<file path="config.mk">
export PLATFORM = sky130hd
export DESIGN_NAME = host_mmio_csr_bridge
export DESIGN_NICKNAME = d
export VERILOG_FILES = /design/src/rtl/host_mmio_csr_pkg.sv /design/src/rtl/host_mmio_csr_decode.sv /design/src/rtl/host_mmio_csr_bridge.sv
export SDC_FILE = /design/constraint.sdc
export NUM_CORES = 1
export LEC_CHECK = 0
export CORE_MARGIN = 5
export CORE_UTILIZATION = 47
export DETAILED_ROUTE_END_ITERATION = 10
export DONT_BUFFER_PORTS = 1
export GPL_TIMING_DRIVEN = 0
export PLACE_DENSITY_LB_ADDON = 0.05
export SLEW_MARGIN = 15
export SYNTH_ARGS = -nofsm -noshare
export SYNTH_HDL_FRONTEND = slang
export SYNTH_SLANG_ARGS = --single-unit
</file>
<file path="constraint.sdc">
create_clock -name clk -period 2.4 [get_ports clk]
set_input_delay 0.48 -clock clk [delete_from_list [all_inputs] [get_ports clk]]
set_output_delay 0.48 -clock clk [all_outputs]
set_load 0.05 [all_outputs]
</file>
<file path="src/rtl/host_mmio_csr_pkg.sv">
// Shared definitions for the host MMIO CSR bridge: register offsets, select indices,
// FSM states, AXI response codes and the byte-strobe merge helper.
package host_mmio_csr_pkg;

    localparam logic [7:0] REG_REQ_DATA  = 8'h00;
    localparam logic [7:0] REG_REQ_COUNT = 8'h04;
    localparam logic [7:0] REG_RESP_DATA = 8'h08;
    localparam logic [7:0] REG_STATUS    = 8'h0C;
    localparam logic [7:0] REG_SCRATCH   = 8'h10;

    // Bit positions inside the one-hot register select; all-zero means unmapped.
    localparam int NUM_REGS      = 5;
    localparam int SEL_REQ_DATA  = 0;
    localparam int SEL_REQ_COUNT = 1;
    localparam int SEL_RESP_DATA = 2;
    localparam int SEL_STATUS    = 3;
    localparam int SEL_SCRATCH   = 4;

    typedef enum logic [1:0] {
        e_idle    = 2'd0,
        e_rd_resp = 2'd1,
        e_wr_resp = 2'd2
    } state_e;

    localparam logic [1:0] RESP_OKAY   = 2'b00;
    localparam logic [1:0] RESP_SLVERR = 2'b10;

    function automatic logic [31:0] apply_wstrb(
        input logic [31:0] old_data,
        input logic [31:0] new_data,
        input logic [3:0]  strb
    );
        logic [31:0] merged;
        merged = old_data;
        for (int b = 0; b < 4; b++) begin
            if (strb[b]) begin
                merged[8*b +: 8] = new_data[8*b +: 8];
            end else begin
                merged[8*b +: 8] = old_data[8*b +: 8];
            end
        end
        return merged;
    endfunction

endpackage

</file>
<file path="src/rtl/host_mmio_csr_decode.sv">
// Combinational address decode for the host MMIO CSR bridge: low address byte in,
// one-hot register select out (all zeros for an unmapped offset).
import host_mmio_csr_pkg::*;

module host_mmio_csr_decode (
    input  logic [7:0]          i_addr,
    output logic [NUM_REGS-1:0] o_sel
);

    // One-hot select; any offset outside the map leaves every bit clear.
    always_comb begin
        o_sel = '0;
        case (i_addr)
            REG_REQ_DATA:  o_sel[SEL_REQ_DATA]  = 1'b1;
            REG_REQ_COUNT: o_sel[SEL_REQ_COUNT] = 1'b1;
            REG_RESP_DATA: o_sel[SEL_RESP_DATA] = 1'b1;
            REG_STATUS:    o_sel[SEL_STATUS]    = 1'b1;
            REG_SCRATCH:   o_sel[SEL_SCRATCH]   = 1'b1;
            default:       o_sel = '0;
        endcase
    end

endmodule

</file>
<file path="src/rtl/host_mmio_csr_bridge.sv">
// AXI4-Lite slave exposing the BP MMIO request/response FIFOs as CSRs.
// Optional HOST_MMIO_CSR_ERR_RESP_EN returns SLVERR for empty pops, dropped pushes and unmapped accesses.
import host_mmio_csr_pkg::*;

module host_mmio_csr_bridge #(
    parameter int AXIL_ADDR_WIDTH   = 32,
    parameter int AXIL_DATA_WIDTH   = 32,
    parameter int fifo_data_width_p = 32
) (
    input  logic                         clk,
    input  logic                         reset,
    input  logic [AXIL_ADDR_WIDTH-1:0]   s_axil_awaddr,
    input  logic                         s_axil_awvalid,
    output logic                         s_axil_awready,
    input  logic [AXIL_DATA_WIDTH-1:0]   s_axil_wdata,
    input  logic [AXIL_DATA_WIDTH/8-1:0] s_axil_wstrb,
    input  logic                         s_axil_wvalid,
    output logic                         s_axil_wready,
    output logic                         s_axil_bvalid,
    input  logic                         s_axil_bready,
    output logic [1:0]                   s_axil_bresp,
    input  logic [AXIL_ADDR_WIDTH-1:0]   s_axil_araddr,
    input  logic                         s_axil_arvalid,
    output logic                         s_axil_arready,
    output logic [AXIL_DATA_WIDTH-1:0]   s_axil_rdata,
    output logic [1:0]                   s_axil_rresp,
    output logic                         s_axil_rvalid,
    input  logic                         s_axil_rready,
    input  logic                         mmio_v_i,
    input  logic [fifo_data_width_p-1:0] mmio_data_i,
    output logic                         mmio_yumi_o,
    input  logic                         mmio_data_count_v_i,
    input  logic [31:0]                  mmio_data_count_i,
    output logic                         mmio_data_count_yumi_o,
    output logic                         mmio_v_o,
    output logic [fifo_data_width_p-1:0] mmio_data_o,
    input  logic                         mmio_ready_and_i
);

`ifdef HOST_MMIO_CSR_ERR_RESP_EN
    localparam logic ERR_EN = 1'b1;
`else
    localparam logic ERR_EN = 1'b0;
`endif

    logic                         r_aw_v;
    logic [7:0]                   r_aw_addr;
    logic                         r_w_v;
    logic [AXIL_DATA_WIDTH-1:0]   r_w_data;
    logic [AXIL_DATA_WIDTH/8-1:0] r_w_strb;
    logic                         r_ar_v;
    logic [7:0]                   r_ar_addr;
    state_e                       r_state;
    logic                         r_last_rd;
    logic [31:0]                  r_scratch;
    logic [15:0]                  r_drop_cnt;
    logic                         r_rvalid;
    logic [AXIL_DATA_WIDTH-1:0]   r_rdata;
    logic [1:0]                   r_rresp;
    logic                         r_bvalid;
    logic [1:0]                   r_bresp;

    logic [NUM_REGS-1:0] w_ar_sel;
    logic [NUM_REGS-1:0] w_aw_sel;
    logic                w_wr_rdy;
    logic                w_rd_rdy;
    logic                w_exec_rd;
    logic                w_exec_wr;
    logic [31:0]         w_rd_data;
    logic                w_rd_err;
    logic                w_wr_err;
    logic                w_unused_addr;

    host_mmio_csr_decode u_ar_decode (
        .i_addr (r_ar_addr),
        .o_sel  (w_ar_sel)
    );

    host_mmio_csr_decode u_aw_decode (
        .i_addr (r_aw_addr),
        .o_sel  (w_aw_sel)
    );

    assign w_unused_addr = ^{s_axil_awaddr[AXIL_ADDR_WIDTH-1:8], s_axil_araddr[AXIL_ADDR_WIDTH-1:8]};

    assign s_axil_awready = ~r_aw_v & ~reset;
    assign s_axil_wready  = ~r_w_v  & ~reset;
    assign s_axil_arready = ~r_ar_v & ~reset;
    assign s_axil_rvalid  = r_rvalid;
    assign s_axil_rdata   = r_rdata;
    assign s_axil_rresp   = r_rresp;
    assign s_axil_bvalid  = r_bvalid;
    assign s_axil_bresp   = r_bresp;

    // On contention the side that did not win last time goes first; reads win after reset.
    assign w_wr_rdy  = r_aw_v & r_w_v;
    assign w_rd_rdy  = r_ar_v;
    assign w_exec_rd = ~reset & (r_state == e_idle) & w_rd_rdy & (~w_wr_rdy | ~r_last_rd);
    assign w_exec_wr = ~reset & (r_state == e_idle) & w_wr_rdy & (~w_rd_rdy | r_last_rd);

    // FIFO handshakes are combinational so the pop/push lands in the execution cycle only.
    assign mmio_yumi_o            = w_exec_rd & w_ar_sel[SEL_REQ_DATA] & mmio_v_i;
    assign mmio_data_count_yumi_o = w_exec_rd & w_ar_sel[SEL_REQ_COUNT] & mmio_data_count_v_i;
    assign mmio_v_o               = w_exec_wr & w_aw_sel[SEL_RESP_DATA] & mmio_ready_and_i;
    assign mmio_data_o            = r_w_data;

    // Read mux and error classification for the held AR address.
    always_comb begin
        w_rd_data = 32'h0000_0000;
        w_rd_err  = 1'b0;
        if (w_ar_sel[SEL_REQ_DATA]) begin
            w_rd_data = mmio_v_i ? mmio_data_i : 32'h0000_0000;
            w_rd_err  = ~mmio_v_i;
        end else if (w_ar_sel[SEL_REQ_COUNT]) begin
            w_rd_data = mmio_data_count_i;
        end else if (w_ar_sel[SEL_STATUS]) begin
            w_rd_data = {r_drop_cnt, 14'd0, mmio_ready_and_i, mmio_v_i};
        end else if (w_ar_sel[SEL_SCRATCH]) begin
            w_rd_data = r_scratch;
        end else if (w_ar_sel[SEL_RESP_DATA]) begin
            w_rd_data = 32'h0000_0000;
        end else begin
            w_rd_err  = 1'b1;
        end
    end

    // Write error: a dropped push or an unmapped offset.
    always_comb begin
        w_wr_err = 1'b0;
        if (w_aw_sel[SEL_RESP_DATA]) begin
            w_wr_err = ~mmio_ready_and_i;
        end else begin
            w_wr_err = (w_aw_sel == '0);
        end
    end

    // Holding registers, transaction FSM, CSR state and registered AXI responses.
    always_ff @(posedge clk) begin
        if (reset) begin
            r_aw_v     <= 1'b0;
            r_aw_addr  <= 8'h00;
            r_w_v      <= 1'b0;
            r_w_data   <= '0;
            r_w_strb   <= '0;
            r_ar_v     <= 1'b0;
            r_ar_addr  <= 8'h00;
            r_state    <= e_idle;
            r_last_rd  <= 1'b0;
            r_scratch  <= 32'h0000_0000;
            r_drop_cnt <= 16'h0000;
            r_rvalid   <= 1'b0;
            r_rdata    <= '0;
            r_rresp    <= RESP_OKAY;
            r_bvalid   <= 1'b0;
            r_bresp    <= RESP_OKAY;
        end else begin
            if (s_axil_awvalid && s_axil_awready) begin
                r_aw_v    <= 1'b1;
                r_aw_addr <= s_axil_awaddr[7:0];
            end
            if (s_axil_wvalid && s_axil_wready) begin
                r_w_v    <= 1'b1;
                r_w_data <= s_axil_wdata;
                r_w_strb <= s_axil_wstrb;
            end
            if (s_axil_arvalid && s_axil_arready) begin
                r_ar_v    <= 1'b1;
                r_ar_addr <= s_axil_araddr[7:0];
            end

            case (r_state)
                e_idle: begin
                    if (w_rd_rdy && w_wr_rdy) begin
                        r_last_rd <= w_exec_rd;
                    end
                    if (w_exec_rd) begin
                        r_ar_v   <= 1'b0;
                        r_rdata  <= w_rd_data;
                        r_rresp  <= (ERR_EN && w_rd_err) ? RESP_SLVERR : RESP_OKAY;
                        r_rvalid <= 1'b1;
                        r_state  <= e_rd_resp;
                    end else if (w_exec_wr) begin
                        r_aw_v <= 1'b0;
                        r_w_v  <= 1'b0;
                        if (w_aw_sel[SEL_SCRATCH]) begin
                            r_scratch <= apply_wstrb(r_scratch, r_w_data, r_w_strb);
                        end
                        if (w_aw_sel[SEL_RESP_DATA] && !mmio_ready_and_i && (r_drop_cnt != 16'hFFFF)) begin
                            r_drop_cnt <= r_drop_cnt + 16'd1;
                        end
                        r_bresp  <= (ERR_EN && w_wr_err) ? RESP_SLVERR : RESP_OKAY;
                        r_bvalid <= 1'b1;
                        r_state  <= e_wr_resp;
                    end
                end
                e_rd_resp: begin
                    if (s_axil_rready) begin
                        r_rvalid <= 1'b0;
                        r_state  <= e_idle;
                    end
                end
                e_wr_resp: begin
                    if (s_axil_bready) begin
                        r_bvalid <= 1'b0;
                        r_state  <= e_idle;
                    end
                end
                default: begin
                    r_state <= e_idle;
                end
            endcase
        end
    end

endmodule

</file>
After elaboration in Yosys (flattened, before gate mapping). Index checks and enable logic that the tools add are counted.

RAM bits: 0. Word-level logic and storage cells: 111. Memories: 0. Flip-flop bits (word level): 140. ROM bits: 0. Input bits: 174. Output and inout port bits: 76. Bits in latches: 0.

Bitwise gates (word level): 24. Eq/ne operators: 14. $lt $le $gt $ge: 0. Add/subtract/negate cells: 1. Multipliers: 0. Reductions and logical operators: 21. Muxes and demuxes: 34. Shift operators: 0. Divide/modulo/power cells: 0.

Operators by type and width (number): $mux W32 (5); $mux W1 (22); $reduce_and A5 Y1 (4); $add A16 B1 Y16 const B (1); $eq A8 B4 Y1 const B (2); $eq A8 B5 Y1 const B (2); $ne A16 B16 Y1 const B (1); $and A1 B1 Y1 (15); $ne A2 B2 Y1 const B (5); $eq A8 B3 Y1 const B (1); $logic_not A8 Y1 (1); $mux W2 (4); $reduce_and A4 Y1 (2); $not A1 Y1 (7); $logic_and A1 B1 Y1 (6); $pmux W2 S3 (1); $reduce_and A3 Y1 (2); $pmux W1 S2 (2); $reduce_and A2 Y1 (2); $reduce_bool A2 Y1 (2); $ne A3 B3 Y1 const B (1); $eq A2 B1 Y1 const B (1); $eq A2 B2 Y1 const B (1); $logic_not A2 Y1 (1); 2 further kinds (3).

Depth between registers and ports, before layout. Gate-level depths: netlist (run 1).

Word-level depth: 7. Depth in mapped cells: 8. Gate-level depth less buffers: 6.

Hierarchy. A second synthesis (run 1) with hierarchy kept.

Cell total of the unflattened synthesis: 739. Area, all modules: 6408.6 um^2.

By module, submodules not included: host_mmio_csr_bridge (seq. area each 2802.7 um^2, times used 1, area an instance 6248.5 um^2, cells each 717); host_mmio_csr_decode (seq. area each 0.0 um^2, times used 2, area an instance 80.1 um^2, cells each 11).

Least setup slack after synthesis (run 1). No wires, ideal clock.

Path type: register to output. Start: register r_ar_addr[2]. End: output mmio_data_count_yumi_o. Data arrival time: 2.716 ns. Buffers on the path: 3. Slack: -0.796 ns. Cell stages (with the launch flop): 7. Required time: 1.920 ns. Cells stage by stage: dfxtp_1 > clkbuf_1 > nor2b_1 > clkbuf_1 > nand4b_1 > clkbuf_1 > nor4_1.

Word-level cells in the longest chain between the ends: 4.

Ends and longest elaborated chain: start, declared (line host_mmio_csr_bridge.sv:52) `logic [7:0] r_ar_addr;`; start signal, assigned (line host_mmio_csr_bridge.sv:168) `r_ar_addr <= s_axil_araddr[7:0];`; $eq A8 B3 Y1 (line host_mmio_csr_decode.sv:13) `case (i_addr)`; $mux W1 (line host_mmio_csr_decode.sv:13); $and A1 B1 Y1 (2 in a row) (line host_mmio_csr_bridge.sv:103) `assign mmio_data_count_yumi_o = w_exec_rd & w_ar_sel[SEL_REQ_COUNT] & mmio_data_count_v_i;`; end, declared (line host_mmio_csr_bridge.sv:34) `output logic mmio_data_count_yumi_o,`.

No other way between the ends.

Worst setup path in the final report (run 1). Same ends and word-level chain as after synthesis.

==> results.txt, run 1 <==
Worst-Margin Slew - 0.732 ns
vias post-DR - 5231
cts hold-fix bufs - 0
GRT Util Overall - 0.231
placed cell count - 882
Starting Density - 0.481
reg2reg setup slack - 0.33 ns
CP max-delay cell - nor4_4
placed wire-length estimate - 13900 µm
R2R Path End - r_drop_cnt[12]
clk_lat worst skew - 0.42 ns
Fin Clk Skew - 0.00636 ns
gp weighted congestion - 0.859
Seq/Total Area, Yosys - 0.462
Sw Share - 0.266
Die Wd - 124 µm
Worst Setup Path Type - flip-flop to primary output
ANT nets after route - 0
die area - 15300 µm²
worst-case clock buffer depth - 2
PwrDens - 832 nW/µm²
crit path capture type - primary output
total gr overflow - 0
maximum fanout along the worst path - 5
IO buf count - 0
failing checks - setup timing
Area Overhead vs Synth - 16.7%
Final Hold Viols - 0
layout cells sized above 1 - 0.130
setup tns final - -0.0215 ns
pin count of the biggest net entering global routing - 20
hold slack final - 0.174 ns
crit path time final - 2.42 ns
Rows - 41
Synth area leaders - dfxtp_1 46%, mux2i_1 6.6%, nand2_1 6.4%, o21ai_0 6.0%, a22oi_1 5.7%
internal power - 4.32 mW
sequential power share - 0.458
CTS clk-pin slew, worst paths - 0.06 ns
unrepaired setup endpoints after global routing - yes
max_slew headroom - 0.508
fraction of registers with async set/reset - 0
Place WS - -0.437 ns
yosys warns - 0
slowest cell delay on critical path - 0.62 ns
Worst Path Buf+Inv - 2
fillers - 1202
Finished Layout Cells - 920
fin worst setup slack - -0.0215 ns
number of global-route vias before repair - 5150
top cell family by delay on the critical path - simple AND/OR/NAND/NOR gates
post-synth design cell area - 6070 µm²
status - complete, but fails checks
Register-to-Register Path Depth - 6
total CTS buffers - 17
register bit total from synthesis - 140
share of power burned in the clock network - 0.462
Min-Delay Path Class - input port to flip-flop
WP depth - 5
CTS tree - built
Worst Setup EP - mmio_data_count_yumi_o
vias per cell - 5.69
Yosys top cell by area - dfxtp_1
final wirelength - 17800 µm
Synth Instances - 707
Setup crit start - r_ar_addr[2]
CP Cell Sequence - nor2b_4, buf_6, nand4b_1, clkbuf_8, nor4_4
Final setup viols - 1
switching power - 1.57 mW
H-tree level count - 4
Tcrit/Tclk final - 1.01
Avg Synthesized Cell Area - 8.59 µm²
most common cell after layout, fill and taps aside - dfxtp_1
Final nets - 910
Top FF cell, synth - dfxtp_1
CTS root buf - clkbuf_16
core area - 12600 µm²
most frequent cells in the layout - 134 x dfxtp_1, 104 x nand2_1, 73 x o21ai_0
DR DRC count - 0
first-pass GRT wire length - 27200 µm
EDFF count, synth - 0
Initial DRC Count - 235
I/O Pins - 250
R2R Path Start - r_drop_cnt[0]
# diodes - 0
Pre-antenna DRT Iters - 5
max cap viols - 0
CP arrival - 1.94 ns
Leak - 2.61 nW
maximum vdd drop - 533 µV
Combinational Power Share - 0.080
Slew Viols, Final - 0
CP Data Required Time - 1.92 ns
TritonCTS Sinks - 140
nature of the critical path startpoint - flip-flop
initial antenna violation count - 0
post-layout util - 0.561
Die Height - 124 µm
WL/cell - 19.4 µm
distinct cell type count after synthesis - 61
Max Fclk - 413 MHz
Synth top area share - 0.462
-- power groups by stage --
stage               registers (mW)  clock network (mW)  logic, mW
global route                  2.71                2.88      0.524
floorplan                     2.71                   0      0.348
detailed placement            2.74                   0      0.443
global placement              2.74                   0      0.432
CTS                           2.70                2.76      0.450
finish                        2.70                2.72      0.470
-- metrics by stage --
step / area [µm²] / power [mW]
floorplan: 6100 / 3.06
global placement: 6310 / 3.17
detailed placement: 6310 / 3.18
CTS: 7000 / 5.90
global route: 7080 / 6.11
finish: 7080 / 5.89
-- cell type report --
type | instances | area (µm²) | share of cell area
repair buffers | 9 | 67.6 | 0.00954
clock buffers | 22 | 484 | 0.0684
inverters | 7 | 26.3 | 0.00371
well taps | 172 | 215 | 0.0304
flip-flops and latches | 140 | 2820 | 0.398
plain buffers | 48 | 248 | 0.0350
clock inverters | 10 | 138 | 0.0194
multi-input cells | 512 | 3090 | 0.436
-- routing by layer --
layer  routed length [µm]  global-route usage  vias to the layer above
li1                     -                   -                     2556
met1                 8060               0.316                     2442
met2                 7630               0.345                      208
met3                 1820              0.0763                       25
met4                  338              0.0782                        0
met5                    0                   0                        -
-- state kept, by name, indices dropped and copies added, names as in the netlist --
name and flops:
s_axil_rdata 32, r_ar_v 1, r_w_strb 4, r_state 2, r_w_v 1, r_last_rd 1
s_axil_rvalid 1, r_ar_addr 8, r_aw_addr 8, r_aw_v 1, r_drop_cnt 16, mmio_data_o 32
s_axil_bvalid 1, r_scratch 32
-- cell families after synthesis --
family,count (synthesis),share of synthesized area
buf+inv,58,0.0408
xor+xnor,5,0.00721
other cells,1,0.000618
simple gates,274,0.228
flops,140,0.462
fa+ha+maj,1,0.00206
compound gates,184,0.187
mux,44,0.0734
-- synth_stat cells, types with 4 or more instances --
| cell | count |
|---|---|
| buf_4 | 4 |
| nor2_1 | 71 |
| nand4_1 | 6 |
| xnor2_1 | 5 |
| clkbuf_1 | 32 |
| nor2b_1 | 7 |
| nand2_1 | 104 |
| nand3_1 | 17 |
| nand2b_1 | 14 |
| buf_2 | 12 |
| a21oi_1 | 12 |
| a22o_1 | 16 |
| o21ai_1 | 27 |
| mux2i_1 | 40 |
| nor4_1 | 4 |
| inv_1 | 7 |
| nor3_1 | 10 |
| a22oi_1 | 46 |
| dfxtp_1 | 140 |
| o21ai_0 | 73 |
-- how the worst min path moves through the flow --
stage / startpoint / endpoint / depth (start not counted)
6_report: s_axil_wdata[16] / mmio_data_o[16] / 2
5_1_grt: s_axil_arvalid / r_ar_v / 1
3_5_place_dp: r_w_strb[2] / r_w_strb[2] / 2
4_1_cts: s_axil_wdata[16] / mmio_data_o[16] / 2
3_3_place_gp: r_w_strb[2] / r_w_strb[2] / 2
2_1_floorplan: r_w_strb[3] / r_w_strb[3] / 2
-- repair_timing --
action                                  CTS  global route
setup buffers                             4             5
endpoints found under the setup margin    5            41
resized for setup                        16            17
pin swaps                                 3             5
(Power assumes the default switching activity.)
==> run 2, diff against run 1 <==
--- a/config.mk
+++ b/config.mk
@@ -10,7 +10,7 @@
 export DETAILED_ROUTE_END_ITERATION = 10
 export DONT_BUFFER_PORTS = 1
 export GPL_TIMING_DRIVEN = 0
-export PLACE_DENSITY_LB_ADDON = 0.05
+export PLACE_DENSITY = 0.6
 export SLEW_MARGIN = 15
 export SYNTH_ARGS = -nofsm -noshare
 export SYNTH_HDL_FRONTEND = slang
==> run 2 against run 1 <==
Via count decreased by 0.86%. Setup slack got worse by 0.080 ns. Count of clock-buffer cells in the layout increased by 1. The run still ends with setup timing left. Largest cell class unchanged. Critical path type unchanged. Routed wire length increased by 0.31%. Combinational power about the same.
==> results.txt, run 2 (synthesized netlist as in run 1, its figures left out) <==
post-layout util - 0.562
Fin Clk Skew - 0.00747 ns
Slew Viols, Final - 0
Initial DRC Count - 205
number of global-route vias before repair - 5042
Die Wd - 124 µm
crit path capture type - primary output
maximum vdd drop - 569 µV
max_slew headroom - 0.501
worst-case clock buffer depth - 2
CP Data Required Time - 1.92 ns
core area - 12600 µm²
ANT nets after route - 0
clk_lat worst skew - 0.41 ns
Die Height - 124 µm
CTS root buf - clkbuf_16
crit path time final - 2.50 ns
CP arrival - 2.02 ns
H-tree level count - 4
Final Power - 6.00 mW
slowest cell delay on critical path - 0.56 ns
fin worst setup slack - -0.102 ns
Final nets - 913
Rows - 41
PwrDens - 846 nW/µm²
die area - 15300 µm²
hold slack final - 0.172 ns
Tcrit/Tclk final - 1.04
Min-Delay Path Class - input port to flip-flop
most frequent cells in the layout - 137 x dfxtp_1, 104 x nand2_1, 73 x o21ai_0
CP Cell Sequence - buf_6, nor2b_1, buf_4, nand4b_1, clkbuf_8, nor4_4
status - complete, but fails checks
GRT Util Overall - 0.231
DR DRC count - 0
Final Hold Viols - 0
Leak - 2.63 nW
maximum fanout along the worst path - 8
initial antenna violation count - 0
Worst Setup Path Type - flip-flop to primary output
Pre-antenna DRT Iters - 4
failing checks - setup timing
Max Fclk - 400 MHz
gp weighted congestion - 0.839
Final setup viols - 1
fin area - 7090 µm²
vias per cell - 5.62
I/O Pins - 250
unrepaired setup endpoints after global routing - yes
nature of the critical path startpoint - flip-flop
total gr overflow - 0
Post-DP Area - 6310 µm²
layout cells sized above 1 - 0.125
CTS clk-pin slew, worst paths - 0.06 ns
max cap viols - 0
vias post-DR - 5186
TritonCTS Sinks - 140
total CTS buffers - 17
placed wire-length estimate - 14100 µm
CP max-delay cell - nor4_4
reg2reg setup slack - 0.33 ns
cts hold-fix bufs - 0
Area Overhead vs Synth - 16.8%
first-pass GRT wire length - 27000 µm
Worst-Margin Slew - 0.742 ns
Starting Density - 0.481
IO buf count - 0
# diodes - 0
pin count of the biggest net entering global routing - 20
WL/cell - 19.4 µm
most common cell after layout, fill and taps aside - dfxtp_1
final wirelength - 17900 µm
CTS tree - built
[run 2: repair_timing]
item | 4_1_cts | 5_1_grt
setup buffers | 3 | 8
resized for setup | 15 | 11
endpoints found under the setup margin | 5 | 38
pin swaps | 3 | 4
[run 2: worst paths after layout]
path	startpoint	end	cells past startpoint
worst min register to register	r_w_strb[3]	r_w_strb[3]	2
worst max-delay path	r_ar_addr[4]	mmio_data_count_yumi_o	6
worst min-delay path	s_axil_wdata[25]	mmio_data_o[25]	2
worst max register to register	r_drop_cnt[0]	r_drop_cnt[12]	6
[run 2: worst max-delay path, delay by kind of cell, from the launching register on]
family	cells	cell delay [ns]
DFF	1	0.31
and+or+nand+nor	3	0.84
buffers and inverters	3	0.46
[run 2: metal layers]
layer | track usage | wire length, µm | vias to the layer above
met5 | 0 | 0 | -
met3 | 0.0745 | 1760 | 20
li1 | - | - | 2561
met4 | 0.0775 | 325 | 0
met1 | 0.316 | 8100 | 2409
met2 | 0.343 | 7710 | 196
[run 2: final cells by class]
| cell class | instances | area [µm²] |
|---|---|---|
| inverter | 7 | 26.3 |
| tap | 172 | 215 |
| fill | 1219 | 5530 |
| clock buffer | 23 | 488 |
| buffer | 49 | 248 |
| multi-input combinational | 512 | 3060 |
| timing repair buffer | 11 | 82.6 |
| sequential | 140 | 2810 |
| clock inverter | 9 | 159 |
[run 2: power breakdown]
group / total (mW) / internal [mW] / switching, mW
registers: 2.70 / 2.41 / 0.283
clock network: 2.83 / 1.85 / 0.976
logic: 0.472 / 0.169 / 0.303
[run 2: stage by stage]
stage	std cells	setup WS (ns)	TNS (ns)
5_1_grt	923	-0.140	-0.140
3_3_place_gp	882	-0.358	-6.28
6_report	923	-0.102	-0.102
3_5_place_dp	882	-0.387	-7.34
4_1_cts	915	-0.232	-0.232
2_1_floorplan	710	0.00160	0
==> run 3, diff against run 2 <==
==> constraint.sdc (replaced) <==
create_clock -name clk -period 2.4 [get_ports clk]
set_input_delay 0.48 -clock clk [delete_from_list [all_inputs] [get_ports clk]]
set_output_delay 0.48 -clock clk [all_outputs]
set_load 0.1 [all_outputs]
==> run 3 against run 2 <==
First-iteration DRC count increased by 29%. Largest power group is now sequential cells. The flow now finishes without violations. Sequential cell count unchanged. Sequential share of layout area increased by 0.42 points. Cell area decreased by 0.48%.
==> results.txt, run 3 (synthesized netlist as in run 1, its figures left out) <==
number of global-route vias before repair - 5070
Worst Path Buf+Inv - 3
unrepaired setup endpoints after global routing - yes
# diodes - 0
gp weighted congestion - 0.857
cts hold-fix bufs - 0
Final Hold Viols - 0
min-delay src - s_axil_wdata[1]
fin worst setup slack - 0.0159 ns
layout cells sized above 1 - 0.130
max cap viols - 0
GRT Util Overall - 0.229
placed cell count - 883
internal power - 4.03 mW
CTS tree - built
slowest cell delay on critical path - 0.37 ns
Place WS - -0.405 ns
placed wire-length estimate - 14000 µm
Tcrit/Tclk final - 0.993
H-tree level count - 4
maximum fanout along the worst path - 5
Final setup viols - 0
TritonCTS Sinks - 140
Initial DRC Count - 265
WP depth - 6
Setup crit start - r_ar_addr[2]
setup tns final - 0 ns
R2R Path End - r_drop_cnt[12]
R2R Path Start - r_drop_cnt[0]
pin count of the biggest net entering global routing - 20
CP Cell Sequence - nor2b_4, buf_4, nand4b_1, clkbuf_8, nor4_4, buf_8
CTS clk-pin slew, worst paths - 0.06 ns
clk_lat worst skew - 0.42 ns
Final Power - 5.79 mW
Rows - 41
Min-Delay Path Class - input port to flip-flop
initial antenna violation count - 1
hold depth - 2
total gr overflow - 0
switching power - 1.76 mW
sequential power share - 0.503
core area - 12600 µm²
Starting Density - 0.481
vias post-DR - 5314
CP max-delay cell - dfxtp_4
status - complete, no violations
Multi-input gate area - 3110 µm²
Slew Viols, Final - 0
Leak - 2.58 nW
PwrDens - 821 nW/µm²
die area - 15300 µm²
Endpoint, Worst Hold - mmio_data_o[1]
first-pass GRT wire length - 26600 µm
share of power burned in the clock network - 0.408
IO buf count - 0
ANT nets after route - 0
maximum vdd drop - 496 µV
I/O Pins - 250
DR DRC count - 0
Worst-Margin Slew - 1.08 ns
Pre-antenna DRT Iters - 5
Combinational Power Share - 0.089
WL/cell - 19.2 µm
top cell family by delay on the critical path - simple AND/OR/NAND/NOR gates
Finished Layout Cells - 924
max_slew headroom - 0.281
Register-to-Register Path Depth - 6
crit path time final - 2.38 ns
worst-case clock buffer depth - 2
final wirelength - 17700 µm
nature of the critical path startpoint - flip-flop
Die Wd - 124 µm
total CTS buffers - 17
vias per cell - 5.75
Area Overhead vs Synth - 16.2%
Die Height - 124 µm
crit path capture type - primary output
Fin Clk Skew - 0.00750 ns
Worst Setup Path Type - flip-flop to primary output
Final nets - 915
Max Fclk - 419 MHz
hold slack final - 0.173 ns
Sw Share - 0.304
most common cell after layout, fill and taps aside - dfxtp_1
Reg area - 2830 µm²
CP arrival - 1.90 ns
reg2reg setup slack - 0.29 ns
CTS root buf - clkbuf_16
fillers - 1214
most frequent cells in the layout - 132 x dfxtp_1, 104 x nand2_1, 73 x o21ai_0
CP Data Required Time - 1.92 ns
run 3: cell types whose count changed in the layout (fill, tap and decap cells not counted), sizes merged:
cell      change
clkbuf        -1
clkinv        -1
clkinvlp      +2
bufinv        -3
buf           +4
run 3: worst max-delay path by stage:
| stage | endpoint | slack [ns] |
|---|---|---|
| CTS | mmio_data_count_yumi_o | -0.05 |
| detailed placement | s_axil_awready | -0.40 |
| global route | mmio_data_count_yumi_o | -0.09 |
| global placement | mmio_data_count_yumi_o | -0.73 |
| floorplan | mmio_data_count_yumi_o | -0.35 |
| finish | mmio_data_count_yumi_o | 0.02 |
run 3: layer usage:
| metal | up-vias | track usage | share of wire |
|---|---|---|---|
| met5 | - | 0 | 0.0011 |
| met4 | 2 | 0.0810 | 0.022 |
| met3 | 32 | 0.0740 | 0.097 |
| met2 | 238 | 0.340 | 0.43 |
| met1 | 2479 | 0.312 | 0.45 |
| li1 | 2563 | - | - |
run 3: final cells by class:
class / instances / share of cell area
clock inverters: 7 / 0.00957
repair buffers: 15 / 0.0176
flip-flops and latches: 140 / 0.400
inverters: 7 / 0.00372
well taps: 172 / 0.0305
clock buffers: 24 / 0.0654
multi-input cells: 512 / 0.441
plain buffers: 47 / 0.0321
run 3: timing repair:
item | CTS | global route
gates resized for setup | 19 | 15
endpoints found under the setup margin | 5 | 3
buffers inserted | 8 | 6
pin swaps | 6 | 4
run 3: stage by stage:
| stage | instance area [µm²] | utilization |
|---|---|---|
| final | 7060 | 0.559 |
| after global routing | 7060 | 0.559 |
| after CTS | 6980 | 0.553 |
| after detailed placement | 6360 | 0.504 |
| after global placement | 6340 | 0.503 |
| after floorplan | 6130 | - |
run 3: power groups by stage:
stage,clock network (mW),logic [mW],registers (mW)
after floorplan,0,0.383,2.93
after global placement,0,0.466,2.95
after detailed placement,0,0.479,2.96
after CTS,2.41,0.501,2.91
after global routing,2.50,0.567,2.93
final,2.36,0.515,2.91
